**src/rtl/w5300_pkg.sv**
```systemverilog
// rtl/w5300_pkg.sv - W5300 socket register map, TX FSM states and helpers
//  WR/RD           address direction bit, placed above the 9-bit word offset
//  SN_TX_*/SN_CR   socket register word offsets inside one socket block
//  tx_state_e      multi-socket transmitter FSM states
//  tx_words        byte length -> 16-bit word count, odd lengths rounded up
//  get_socket_n_reg  absolute word offset of a register for socket n
package w5300_pkg;

  localparam logic WR = 1'b1;
  localparam logic RD = 1'b0;

  // Offsets are 16-bit word addresses (byte address >> 1); socket n's block
  // starts at byte 0x200 + n*0x40.
  localparam logic [8:0] SN_REG_BASE   = 9'h100;
  localparam logic [8:0] SN_REG_STRIDE = 9'h020;
  localparam logic [8:0] SN_CR         = 9'h001;
  localparam logic [8:0] SN_TX_WRSR0   = 9'h010;
  localparam logic [8:0] SN_TX_WRSR2   = 9'h011;
  localparam logic [8:0] SN_TX_FSR0    = 9'h012;
  localparam logic [8:0] SN_TX_FSR2    = 9'h013;
  localparam logic [8:0] SN_TX_FIFOR   = 9'h017;

  localparam logic [15:0] SN_CR_SEND = 16'h0020;

  typedef enum logic [3:0] {
    ST_IDLE,
    ST_ARB,
    ST_HDR0,
    ST_HDR1,
    ST_FSR0,
    ST_FSR2,
    ST_CHECK,
    ST_FIFO,
    ST_WRSR0,
    ST_WRSR2,
    ST_CMD,
    ST_DONE,
    ST_ERR
  } tx_state_e;

  function automatic logic [31:0] tx_words(input logic [31:0] len);
    return (len + 32'd1) >> 1;
  endfunction

  function automatic logic [8:0] get_socket_n_reg(input logic [8:0] reg_off,
                                                  input logic [2:0] sock);
    return SN_REG_BASE + SN_REG_STRIDE * {6'd0, sock} + reg_off;
  endfunction

endpackage

```
**src/rtl/w5300_rr_arbiter.sv**
```systemverilog
// rtl/w5300_rr_arbiter.sv - round-robin arbiter with a last-winner pointer
//  clk, rst_n   clock, asynchronous active-low reset
//  req_i[N]     request levels
//  adv_i        accept the current grant: the pointer moves to the winner
//  gnt_o[N]     one-hot grant (all zero when nothing is requested)
//  idx_o        index of the granted requester
module w5300_rr_arbiter #(
  parameter int N = 4
) (
  input  logic         clk,
  input  logic         rst_n,
  input  logic [N-1:0] req_i,
  input  logic         adv_i,
  output logic [N-1:0] gnt_o,
  output logic [2:0]   idx_o
);

  logic [2:0] last_q;
  logic [3:0] cand;
  logic       found;

  // Walk candidates last+1, last+2, ... wrapping at N; the first requester wins.
  always_comb begin
    gnt_o = '0;
    idx_o = '0;
    found = 1'b0;
    cand  = '0;
    for (int i = 1; i <= N; i++) begin
      cand = {1'b0, last_q} + 4'(i);
      if (cand >= 4'(N)) cand = cand - 4'(N);
      for (int j = 0; j < N; j++) begin
        if (!found && cand == 4'(j) && req_i[j]) begin
          found    = 1'b1;
          gnt_o[j] = 1'b1;
          idx_o    = 3'(j);
        end
      end
    end
  end

  // Reset points at the last requester so requester 0 has first priority.
  always_ff @(posedge clk or negedge rst_n) begin
    if (!rst_n) begin
      last_q <= 3'(N - 1);
    end else if (adv_i && found) begin
      last_q <= idx_o;
    end
  end

endmodule

```
**src/rtl/w5300_multi_transmitter.sv**
```systemverilog
// rtl/w5300_multi_transmitter.sv - round-robin multi-socket W5300 TX engine
//  clk, rst_n         clock, asynchronous active-low reset
//  tx_req[NUM_SOCK]   per-socket request level, held until tx_done/tx_err
//  tx_done, tx_err    one-cycle per-socket completion / drop pulses
//  tx_sock            socket being served (selects the local buffer)
//  busy               high whenever the FSM is not idle
//  buf_addr, buf_data local TX buffer word address and read data
//  addr, wr_data      {dir, word offset} and write data of the current access
//  rd_data, op_state  read data and one-cycle access-complete pulse
module w5300_multi_transmitter
  import w5300_pkg::*;
#(
  parameter int         NUM_SOCK   = 4,
  parameter logic [2:0] SOCK_BASE  = 3'd0,
  parameter int         BUF_AW     = 16,
  parameter int         POLL_LIMIT = 255,
  parameter int         MAX_LEN    = 1472
) (
  input  logic                clk,
  input  logic                rst_n,
  input  logic [NUM_SOCK-1:0] tx_req,
  output logic [NUM_SOCK-1:0] tx_done,
  output logic [NUM_SOCK-1:0] tx_err,
  output logic [2:0]          tx_sock,
  output logic                busy,
  output logic [BUF_AW-1:0]   buf_addr,
  input  logic [15:0]         buf_data,
  output logic [9:0]          addr,
  output logic [15:0]         wr_data,
  input  logic [15:0]         rd_data,
  input  logic                op_state
);

  tx_state_e           state_q, state_d;
  logic [2:0]          tx_sock_q, tx_sock_d;
  logic [BUF_AW-1:0]   buf_addr_q, buf_addr_d;
  logic [31:0]         len_q, len_d;
  logic [31:0]         fsr_q, fsr_d;
  logic [15:0]         poll_cnt_q, poll_cnt_d;
  logic [31:0]         word_cnt_q, word_cnt_d;

  logic                arb_adv;
  logic [NUM_SOCK-1:0] arb_gnt;
  logic [2:0]          arb_idx;
  logic [2:0]          sock_n;
  logic [31:0]         len_hdr;

  w5300_rr_arbiter #(.N(NUM_SOCK)) u_arb (
    .clk   (clk),
    .rst_n (rst_n),
    .req_i (tx_req),
    .adv_i (arb_adv),
    .gnt_o (arb_gnt),
    .idx_o (arb_idx)
  );

  always_comb begin
    state_d    = state_q;
    tx_sock_d  = tx_sock_q;
    buf_addr_d = buf_addr_q;
    len_d      = len_q;
    fsr_d      = fsr_q;
    poll_cnt_d = poll_cnt_q;
    word_cnt_d = word_cnt_q;
    arb_adv    = 1'b0;
    addr       = {RD, 9'h000};
    wr_data    = '0;
    tx_done    = '0;
    tx_err     = '0;
    sock_n     = SOCK_BASE + tx_sock_q;
    // Full length as it becomes known in Hdr1, before len_q is updated.
    len_hdr    = {len_q[31:16], buf_data};

    case (state_q)
      ST_IDLE: begin
        if (|tx_req) state_d = ST_ARB;
      end
      ST_ARB: begin
        buf_addr_d = '0;
        if (|arb_gnt) begin
          arb_adv   = 1'b1;
          tx_sock_d = arb_idx;
          state_d   = ST_HDR0;
        end else begin
          state_d = ST_IDLE;
        end
      end
      ST_HDR0: begin
        len_d[31:16] = buf_data;
        buf_addr_d   = buf_addr_q + BUF_AW'(1);
        state_d      = ST_HDR1;
      end
      ST_HDR1: begin
        len_d[15:0] = buf_data;
        buf_addr_d  = buf_addr_q + BUF_AW'(1);
        if (len_hdr == 32'd0)               state_d = ST_DONE;
        else if (len_hdr > 32'(MAX_LEN))    state_d = ST_ERR;
        else                                state_d = ST_FSR0;
      end
      ST_FSR0: begin
        addr = {RD, get_socket_n_reg(SN_TX_FSR0, sock_n)};
        if (op_state) begin
          fsr_d[31:16] = rd_data;
          state_d      = ST_FSR2;
        end
      end
      ST_FSR2: begin
        addr = {RD, get_socket_n_reg(SN_TX_FSR2, sock_n)};
        if (op_state) begin
          fsr_d[15:0] = rd_data;
          state_d     = ST_CHECK;
        end
      end
      ST_CHECK: begin
        if (fsr_q >= len_q) begin
          state_d = ST_FIFO;
        end else if (poll_cnt_q + 16'd1 == 16'(POLL_LIMIT)) begin
          state_d = ST_ERR;
        end else begin
          poll_cnt_d = poll_cnt_q + 16'd1;
          state_d    = ST_FSR0;
        end
      end
      ST_FIFO: begin
        addr    = {WR, get_socket_n_reg(SN_TX_FIFOR, sock_n)};
        wr_data = buf_data;
        if (op_state) begin
          buf_addr_d = buf_addr_q + BUF_AW'(1);
          word_cnt_d = word_cnt_q + 32'd1;
          if (word_cnt_d == tx_words(len_q)) state_d = ST_WRSR0;
        end
      end
      ST_WRSR0: begin
        addr    = {WR, get_socket_n_reg(SN_TX_WRSR0, sock_n)};
        wr_data = len_q[31:16];
        if (op_state) state_d = ST_WRSR2;
      end
      ST_WRSR2: begin
        addr    = {WR, get_socket_n_reg(SN_TX_WRSR2, sock_n)};
        wr_data = len_q[15:0];
        if (op_state) state_d = ST_CMD;
      end
      ST_CMD: begin
        addr    = {WR, get_socket_n_reg(SN_CR, sock_n)};
        wr_data = SN_CR_SEND;
        if (op_state) state_d = ST_DONE;
      end
      ST_DONE: begin
        for (int i = 0; i < NUM_SOCK; i++) tx_done[i] = (tx_sock_q == 3'(i));
        poll_cnt_d = '0;
        word_cnt_d = '0;
        state_d    = ST_IDLE;
      end
      ST_ERR: begin
        for (int i = 0; i < NUM_SOCK; i++) tx_err[i] = (tx_sock_q == 3'(i));
        poll_cnt_d = '0;
        word_cnt_d = '0;
        state_d    = ST_IDLE;
      end
      default: state_d = ST_IDLE;
    endcase
  end

  always_ff @(posedge clk or negedge rst_n) begin
    if (!rst_n) begin
      state_q    <= ST_IDLE;
      tx_sock_q  <= '0;
      buf_addr_q <= '0;
      len_q      <= '0;
      fsr_q      <= '0;
      poll_cnt_q <= '0;
      word_cnt_q <= '0;
    end else begin
      state_q    <= state_d;
      tx_sock_q  <= tx_sock_d;
      buf_addr_q <= buf_addr_d;
      len_q      <= len_d;
      fsr_q      <= fsr_d;
      poll_cnt_q <= poll_cnt_d;
      word_cnt_q <= word_cnt_d;
    end
  end

  assign busy     = (state_q != ST_IDLE);
  assign tx_sock  = tx_sock_q;
  assign buf_addr = buf_addr_q;

endmodule

```
**config.mk**
```make
export PLATFORM = sky130hd
export DESIGN_NAME = w5300_multi_transmitter
export DESIGN_NICKNAME = d
export VERILOG_FILES = /design/src/rtl/w5300_pkg.sv /design/src/rtl/w5300_rr_arbiter.sv /design/src/rtl/w5300_multi_transmitter.sv
export SDC_FILE = /design/constraint.sdc
export NUM_CORES = 1
export LEC_CHECK = 0
export ABC_AREA = 1
export BUFFER_PORTS_ARGS = -buffer_cell sky130_fd_sc_hd__clkbuf_2
export CAP_MARGIN = 20
export CORE_ASPECT_RATIO = 0.8
export CORE_MARGIN = 5
export CORE_UTILIZATION = 40
export DETAILED_ROUTE_END_ITERATION = 12
export GPL_ROUTABILITY_DRIVEN = 0
export SYNTH_ARGS = -nofsm -noshare
export SYNTH_HDL_FRONTEND = slang
export SYNTH_SLANG_ARGS = --single-unit
export TNS_END_PERCENT = 10
```
**constraint.sdc**
```tcl
create_clock -name clk -period 1.94 [get_ports clk]
set_input_delay 0.097 -clock clk [delete_from_list [all_inputs] [get_ports clk]]
set_output_delay 0.097 -clock clk [all_outputs]
set_load 0.05 [all_outputs]
```
==> results of run 1 <==
## timing repair
item	4_1_cts	5_1_grt
buffers inserted	24	11
cloned	2	0
endpoints found under the setup margin	55	59
pin swaps	22	42
endpoints found under the hold margin	178	0
resized for setup	78	183
hold buffers	32	0
## routing by layer
layer / vias up / global-route usage / share of wire
met4: 0 / 0.0761 / 0.021
met5: - / 0 / 0
li1: 5628 / - / -
met1: 5295 / 0.378 / 0.47
met3: 51 / 0.0508 / 0.073
met2: 399 / 0.373 / 0.43
## final timing paths
check,from,end,slack (ps),cells past startpoint
min in group asynchronous,rst_n,word_cnt_q[27]$_DFFE_PN0P_,160,2
max,len_q[10]$_DFFE_PN0P_,poll_cnt_q[0]$_DFFE_PN0P_,-490,16
min reg2reg,fsr_q[4]$_DFFE_PN0P_,fsr_q[4]$_DFFE_PN0P_,490,2
max in group asynchronous,rst_n,u_arb.last_q[1]$_DFFE_PN1P_,1140,3
max reg2reg,len_q[10]$_DFFE_PN0P_,poll_cnt_q[0]$_DFFE_PN0P_,-490,16
min,buf_data[11],len_q[27]$_DFFE_PN0P_,10,3
## sequential cells by signal (all words and copies together) (netlist names)
name          cells
poll_cnt_q       16
tx_sock           2
state_q           4
fsr_q            32
buf_addr         16
word_cnt_q       32
u_arb.last_q      2
len_q            32
## cells by family (layout without fill, tap and decap cells)
group / after synthesis / in the layout / synth area share
compound gates: 200 / 200 / 0.118
buf+inv: 209 / 623 / 0.0838
other cells: 1 / 3 / 0.000385
xor+xnor: 27 / 27 / 0.0243
simple gates: 871 / 871 / 0.377
fa+ha+maj: 37 / 37 / 0.0475
flops: 136 / 136 / 0.349
## power groups by stage
stage / clock network [mW] / logic, mW / registers [mW]
floorplan: 0 / 5.09 / 4.43
detailed placement: 0 / 9.63 / 4.46
global route: 3.20 / 12.0 / 4.61
finish: 3.04 / 11.0 / 4.52
CTS: 3.09 / 10.4 / 4.45
global placement: 0 / 9.48 / 4.44
## placed cells by master (no fill, tap or decap), types with 17 or more instances in the layout
cell type and count:
o22ai_1 26, buf_4 285, nor2_2 55, dlygate4sd3_1 32, a21oi_1 30, o21ai_0 84
inv_1 161, clkbuf_16 17, nor2_1 114, dfrtp_1 124, o21ai_1 17, ha_1 31
nand2_2 43, inv_2 17, buf_12 25, nand2_1 446, clkbuf_2 57, nand3_1 103
nor2_4 21, xor2_1 20, nand4_1 26
## cell type report
type / instances / area (µm²) / area share
Inverter: 179 / 679 / 0.0463
Clock inverter: 14 / 98.8 / 0.00674
Timing Repair Buffer: 412 / 3390 / 0.231
Multi-Input combinational cell: 1138 / 6250 / 0.426
Clock buffer: 18 / 439 / 0.0299
Tap cell: 318 / 398 / 0.0271
Sequential cell: 136 / 3420 / 0.233
## worst max-delay path, stage by stage, from the launching register on
cell and delay [ps]:
dfrtp_1 390, buf_4 140, buf_4 120, inv_1 70, ha_1 240, nand2_1 90
o21ai_0 140, a21oi_2 220, nand2_1 70, nand2_1 80, nand3_2 110, nand2_2 110
nand3_4 140, buf_6 170, inv_8 100, nand3_2 80, o21ai_2 70
==> results.py, run 1 <==
metrics = {
    "timing": {
        "hold_violations": 0,
        "grt_setup_unrepaired": "yes",
        "timing.final.crit_share": 1.25,
        "fin_skew_ps": 10.3,
        "slew_violations": 0,
        "setup_violations": 45,
        "timing.setup.tns_ps": -11850,
        "hold_slack_ps": 14.5,
        "layout_min_cycle_time_ps": 2430,
        "setup_ws_ps": -492,
        "fmax_ghz": 0.411,
    },
    "power_and_ir_drop": {
        "p_clk_frac": 0.164,
        "p_int_mw": 10.0,
        "leakage_nw": 6.98,
        "ir_drop_mv": 0.856,
        "p_seq_frac": 0.243,
        "p_comb_frac": 0.593,
        "swShare": 0.461,
        "power_mw": 18.6,
        "switching_power_mw": 8.57,
        "p_per_area_mw_per_mm2": 1270,
    },
    "global_routing": {
        "grt_pass1_wl_um": 55900,
        "track_usage": 0.254,
        "antenna_found_initial": 0,
        "grt_max_degree": 47,
        "grt_pass1_vias": 10684,
        "grt_remaining_overflow": 0,
    },
    "final_layout": {
        "drive_above_1_share": 0.334,
        "final_core_util": 0.607,
        "finalNetCount": 1960,
        "final_cell_area_mm2": 0.0147,
        "area_delta_synth_final_pct": 50.5,
        "final-instance-count-excl-fill": 2215,
        "fillers": 2133,
        "insertedDiodeCount": 0,
    },
    "yosys": {
        "yosys_warnings": 0,
        "synth_commonest_cells": "488 x nand2_1, 176 x nor2_1, 171 x inv_1, 134 x dfrtp_1, 113 x nand3_1",
        "netlist.top_cell.by_area": "dfrtp_1",
        "synth.most_common_cell": "nand2_1",
        "ys_seq_area_frac": 0.349,
        "synth_cell_types": 44,
        "async_flop_share": 1.00,
        "ys_ff_latch": 136,
        "syn_inst": 1481,
        "mappedNetlistArea_mm2": 0.00975,
        "avgSynthCellArea_um2": 6.58,
        "synth_edf_count": 0,
        "synth_top_area_frac": 0.344,
        "ys.flop_type": "dfrtp_1",
        "yosys-top-cells-area": "dfrtp_1 34%, nand2_1 19%, nor2_1 6.8%",
    },
    "placed_design": {
        "dp_slack_ps": -519,
        "io_buffers": 89,
        "placed_cell_area_mm2": 0.0128,
        "placed_cells": 2116,
        "dpl.hpwl_um": 26600,
    },
    "cts": {
        "cts_buffer_depth": 2,
        "cts_root_buffer": "clkbuf_16",
        "clkLatencyLatePin_ps": 430,
        "cts_tree": "built",
        "cts.clk_slew.worst_paths_ps": 70,
        "cts.sinks": 136,
        "cts_buffers": 17,
        "htreeDepth": 4,
    },
    "routing": {
        "vias_per_cell": 5.13,
        "drt_wl_total_um": 35400,
        "dr.pass1.iters": 5,
        "ant_nets": 0,
        "post_drt_wl_per_cell_um": 16.0,
        "num_vias": 11373,
        "drtIter0Drc": 928,
        "post-route-drc-count": 0,
    },
    "die": {
        "ios": 93,
        "fp.dieW_um": 185,
        "die_area_mm2": 0.0276,
        "initial_core_util": 0.403,
        "num_rows": 51,
        "coreArea_mm2": 0.0242,
        "dieHeight_um": 150,
    },
    "outcome": {
        "outcome": "finished with violations",
        "failed_checks": "setup timing",
    },
    "worst_setup_path": {
        "cp-end-kind": "flip-flop",
        "critical_path_class": "flip-flop to flip-flop",
        "crit_required_ps": 2300,
        "worstPathArrival_ps": 2790,
        "cp-start-kind": "flip-flop",
        "cp_max_fo": 13,
    },
    "min_path": {
        "hold_class": "primary input to flip-flop",
    },
    "job": {
        "drv_cap": 0,
    },
}
Power figures use the tool's default switching activity.
==> run 2, diff against run 1 <==
--- a/config.mk
+++ b/config.mk
@@ -13,6 +13,7 @@
 export CORE_UTILIZATION = 40
 export DETAILED_ROUTE_END_ITERATION = 12
 export GPL_ROUTABILITY_DRIVEN = 0
+export SKIP_CTS_REPAIR_TIMING = 1
 export SYNTH_ARGS = -nofsm -noshare
 export SYNTH_HDL_FRONTEND = slang
 export SYNTH_SLANG_ARGS = --single-unit
==> results.py, run 2 (same netlist as run 1, synthesis figures left out) <==
metrics = {
    "outcome": {
        "outcome": "finished with violations",
        "failed_checks": "setup timing",
    },
    "timing": {
        "fin_skew_ps": 9.83,
        "grt_setup_unrepaired": "yes",
        "setup_ws_ps": -435,
        "layout_min_cycle_time_ps": 2370,
        "timing.setup.tns_ps": -15380,
        "timing.final.crit_share": 1.22,
        "slew_violations": 0,
        "fmax_ghz": 0.421,
        "hold_violations": 0,
        "setup_violations": 55,
    },
    "cts": {
        "clkLatencyLatePin_ps": 440,
        "cts.clk_slew.worst_paths_ps": 70,
        "cts.sinks": 136,
        "htreeDepth": 4,
        "cts_tree": "built",
        "cts_buffers": 17,
        "cts_root_buffer": "clkbuf_16",
        "cts_buffer_depth": 2,
    },
    "global_routing": {
        "antenna_found_initial": 0,
        "grt_remaining_overflow": 0,
        "grt_pass1_vias": 10291,
        "track_usage": 0.246,
        "grt_max_degree": 47,
        "grt_pass1_wl_um": 54100,
    },
    "power_and_ir_drop": {
        "p_seq_frac": 0.248,
        "switching_power_mw": 8.32,
        "leakage_nw": 6.90,
        "p_comb_frac": 0.584,
        "ir_drop_mv": 0.859,
        "p_per_area_mw_per_mm2": 1260,
        "p_clk_frac": 0.168,
        "p_int_mw": 9.79,
        "swShare": 0.460,
    },
    "final_layout": {
        "drive_above_1_share": 0.310,
        "layout_commonest_cell": "nand2_1",
        "area_delta_synth_final_pct": 47.4,
        "final-instance-count-excl-fill": 2203,
        "final_cell_area_mm2": 0.0144,
        "finalNetCount": 1948,
        "final_core_util": 0.594,
        "reg_top3": "fsr_q (32), len_q (32), word_cnt_q (32)",
        "final_cell_mix": "448 x nand2_1, 266 x buf_4, 167 x inv_1",
        "insertedDiodeCount": 0,
    },
    "routing": {
        "post_drt_wl_per_cell_um": 15.9,
        "num_vias": 11311,
        "vias_per_cell": 5.13,
        "drtIter0Drc": 1042,
        "post-route-drc-count": 0,
        "ant_nets": 0,
        "drt_wl_total_um": 35100,
        "dr.pass1.iters": 5,
    },
    "worst_setup_path": {
        "r2r-end": "poll_cnt_q[2]$_DFFE_PN0P_",
        "rr_worst_depth": 15,
        "worstPathArrival_ps": 2700,
        "timing.rr.start": "len_q[13]$_DFFE_PN0P_",
        "critical_path_class": "flip-flop to flip-flop",
        "crit_start": "len_q[13]$_DFFE_PN0P_",
        "cp-end-kind": "flip-flop",
        "cp-start-kind": "flip-flop",
        "regToRegSetupSlack_ps": -430,
        "crit_end": "poll_cnt_q[2]$_DFFE_PN0P_",
        "cp_max_fo": 9,
        "crit_required_ps": 2260,
    },
    "die": {
        "die_area_mm2": 0.0276,
        "num_rows": 51,
        "initial_core_util": 0.403,
        "coreArea_mm2": 0.0242,
        "fp.dieW_um": 185,
        "dieHeight_um": 150,
        "ios": 93,
    },
    "placed_design": {
        "placed_cells": 2116,
        "io_buffers": 89,
        "dp_slack_ps": -519,
        "placed_cell_area_mm2": 0.0128,
        "dpl.hpwl_um": 26600,
    },
    "job": {
        "drv_cap": 0,
    },
    "min_path": {
        "whs_path_depth": 3,
        "hold_class": "primary input to flip-flop",
    },
}
run 2: changes by cell type in the layout (fill, tap and decap cells not counted), sizes merged:
| cell | before | now |
|---|---|---|
| clkbuf | 77 | 89 |
| buf | 321 | 296 |
| clkinv | 6 | 7 |
run 2: worst max-delay path: stages (launching register included):
cell	delay, ps
dfrtp_1	350
inv_1	70
ha_1	320
nand2_1	70
inv_1	40
o21ai_0	190
nand2_1	120
a21oi_2	190
nand2_1	70
nand2_1	90
nand3_2	110
nand2_2	120
nand3_4	170
clkbuf_16	220
nand2_1	50
o21ai_0	60
run 2: cell type report:
type | instances | area [µm²]
Timing Repair Buffer | 399 | 3260
Fill cell | 2171 | 9820
Timing Repair inverter | 1 | 8.76
Tap cell | 318 | 398
Clock inverter | 14 | 98.8
Clock buffer | 18 | 439
Inverter | 179 | 684
Sequential cell | 136 | 3420
Multi-Input combinational cell | 1138 | 6060
run 2: routing by layer:
layer / routed length, µm / global-route usage / part of all wire
met1: 17000 / 0.376 / 0.48
met2: 15100 / 0.355 / 0.43
met3: 2350 / 0.0445 / 0.067
met4: 584 / 0.0684 / 0.017
met5: 0 / 0 / 0
run 2: stage by stage:
step / hold WS (ps) / power (mW)
2_1_floorplan: -199 / 9.52
3_3_place_gp: 47.9 / 13.9
3_5_place_dp: 48.7 / 14.1
4_1_cts: -418 / 17.2
5_1_grt: 17.0 / 19.3
6_report: 6.14 / 18.1
run 2: power groups by stage:
stage	logic (mW)	clock network, mW	registers [mW]
CTS	9.71	3.09	4.41
global route	11.6	3.19	4.59
finish	10.6	3.04	4.49
floorplan	5.09	0	4.43
global placement	9.48	0	4.44
detailed placement	9.63	0	4.46
run 2: worst min-delay path by stage:
stage                  from                    endpoint  slack (ps)
2_1_floorplan         rst_n     buf_addr[0]$_DFFE_PN0P_        -200
4_1_cts               rst_n  word_cnt_q[30]$_DFFE_PN0P_        -420
5_1_grt        buf_data[11]       len_q[27]$_DFFE_PN0P_          20
6_report       buf_data[11]       len_q[27]$_DFFE_PN0P_           6
3_5_place_dp          rst_n  word_cnt_q[27]$_DFFE_PN0P_          50
3_3_place_gp          rst_n  word_cnt_q[14]$_DFFE_PN0P_          50
==> run 3, diff against run 2 <==
==> constraint.sdc (replaced) <==
create_clock -name clk -period 3 [get_ports clk]
set_input_delay 0.6 -clock clk [delete_from_list [all_inputs] [get_ports clk]]
set_output_delay 0.6 -clock clk [all_outputs]
set_load 0.05 [all_outputs]
==> results.py, run 3 (same netlist as run 1, synthesis figures left out) <==
metrics = {
    "final_layout": {
        "drive_above_1_share": 0.125,
        "finalNetCount": 1662,
        "insertedDiodeCount": 0,
        "reg_top3": "fsr_q (32), len_q (32), word_cnt_q (32)",
        "final_cell_mix": "488 x nand2_1, 172 x nor2_1, 170 x inv_1",
        "area_delta_synth_final_pct": 15.7,
        "layout_commonest_cell": "nand2_1",
        "final_core_util": 0.467,
        "fillers": 2497,
    },
    "routing": {
        "num_vias": 9941,
        "post-route-drc-count": 0,
        "vias_per_cell": 5.19,
        "drtIter0Drc": 888,
        "post_drt_wl_per_cell_um": 16.0,
        "drt_wl_total_um": 30600,
        "ant_nets": 0,
        "dr.pass1.iters": 6,
    },
    "power_and_ir_drop": {
        "swShare": 0.488,
        "leakage_nw": 5.37,
        "switching_power_mw": 4.77,
        "p_per_area_mw_per_mm2": 867,
        "p_clk_frac": 0.216,
        "p_seq_frac": 0.302,
        "p_comb_frac": 0.482,
        "ir_drop_mv": 0.439,
        "p_int_mw": 5.01,
        "power_mw": 9.78,
    },
    "timing": {
        "hold_violations": 0,
        "layout_min_cycle_time_ps": 2880,
        "timing.final.crit_share": 0.961,
        "slew_headroom": 0.356,
        "fmax_ghz": 0.347,
        "setup_ws_ps": 116,
        "timing.setup.tns_ps": 0,
        "fin_skew_ps": 18.2,
        "worst_pin_slew_ps": 963,
        "setup_violations": 0,
        "slew_violations": 0,
    },
    "placed_design": {
        "dpl.hpwl_um": 24300,
        "dp_slack_ps": 280,
        "io_buffers": 89,
    },
    "worst_setup_path": {
        "cp-end-kind": "output pin",
        "path_cells": "inv_1 -> nor2_1 -> inv_1 -> nor2_2 -> clkinvlp_4 -> buf_4 -> o221ai_1 -> buf_4",
        "crit_required_ps": 2400,
        "crit_path_top_delay_cell": "dfrtp_1",
        "worstPathArrival_ps": 2280,
        "cp-start-kind": "flip-flop",
        "cp_max_fo": 16,
        "cp_slowest_stage_delay_ps": 510,
        "critical_path_class": "flip-flop to output pin",
    },
    "cts": {
        "cts_buffers": 17,
        "cts.sinks": 136,
        "cts.clk_slew.worst_paths_ps": 60,
        "clkLatencyLatePin_ps": 440,
        "htreeDepth": 4,
        "cts_root_buffer": "clkbuf_16",
        "cts_tree": "built",
        "cts_buffer_depth": 2,
    },
    "die": {
        "ios": 93,
        "dieHeight_um": 150,
        "initial_core_util": 0.403,
        "num_rows": 51,
        "fp.dieW_um": 185,
        "die_area_mm2": 0.0276,
        "coreArea_mm2": 0.0242,
    },
    "global_routing": {
        "track_usage": 0.225,
        "grt_max_degree": 61,
        "grt_pass1_wl_um": 49500,
        "grt_pass1_vias": 9209,
        "grt_remaining_overflow": 0,
        "antenna_found_initial": 0,
    },
    "job": {
        "drv_cap": 0,
    },
    "outcome": {
        "outcome": "finished clean",
    },
    "min_path": {
        "hold_class": "primary input to async pin",
    },
}
-- run 3: stage by stage --
stage	cell area [µm²]	hold WS, ps	cells
floorplan	9760	304	1483
global placement	10700	473	1884
detailed placement	10700	478	1884
CTS	11200	171	1916
global route	11300	195	1917
finish	11300	146	1917
-- run 3: routing by layer --
layer  vias to the layer above  track usage  wire length, µm  share of wire
li1                       5025            -                -              -
met1                      4534        0.355            15500           0.51
met2                       350        0.318            12700           0.41
met3                        32       0.0355             1940          0.063
met4                         0       0.0576              498          0.016
met5                         -            0                0              0
-- run 3: final timing paths --
check | startpoint | endpoint | slack, ps | cells past startpoint
min in group clk | rd_data[13] | fsr_q[13]$_DFFE_PN0P_ | 400 | 3
max reg2reg | word_cnt_q[0]$_DFFE_PN0P_ | state_q[0]$_DFFE_PN0P_ | 280 | 18
max | state_q[0]$_DFFE_PN0P_ | wr_data[0] | 120 | 8
min | rst_n | word_cnt_q[31]$_DFFE_PN0P_ | 150 | 1
max in group asynchronous | rst_n | u_arb.last_q[1]$_DFFE_PN1P_ | 2130 | 2
min reg2reg | fsr_q[31]$_DFFE_PN0P_ | fsr_q[31]$_DFFE_PN0P_ | 490 | 2
-- run 3: cell type report --
class	instances	area (µm²)	share of cell area
Timing Repair Buffer	114	674	0.0598
Clock buffer	19	443	0.0393
Multi-Input combinational cell	1138	5550	0.492
Sequential cell	136	3410	0.302
Tap cell	318	398	0.0353
Clock inverter	13	138	0.0122
Inverter	179	676	0.0599
-- run 3: power groups by stage --
stage | registers [mW] | logic (mW) | clock network, mW
after detailed placement | 2.95 | 4.63 | 0
after CTS | 2.92 | 4.66 | 2.14
final | 2.95 | 4.72 | 2.11
after global placement | 2.95 | 4.58 | 0
after global routing | 3.03 | 5.28 | 2.22
after floorplan | 2.87 | 3.26 | 0
-- run 3: worst max-delay path, delay by kind of cell, from the launching register on --
kind	cells	cell delay (ps)
flip-flops	1	510
buffers and inverters	5	770
AO/OA/AOI/OAI	1	270
AND/OR/NAND/NOR	2	310
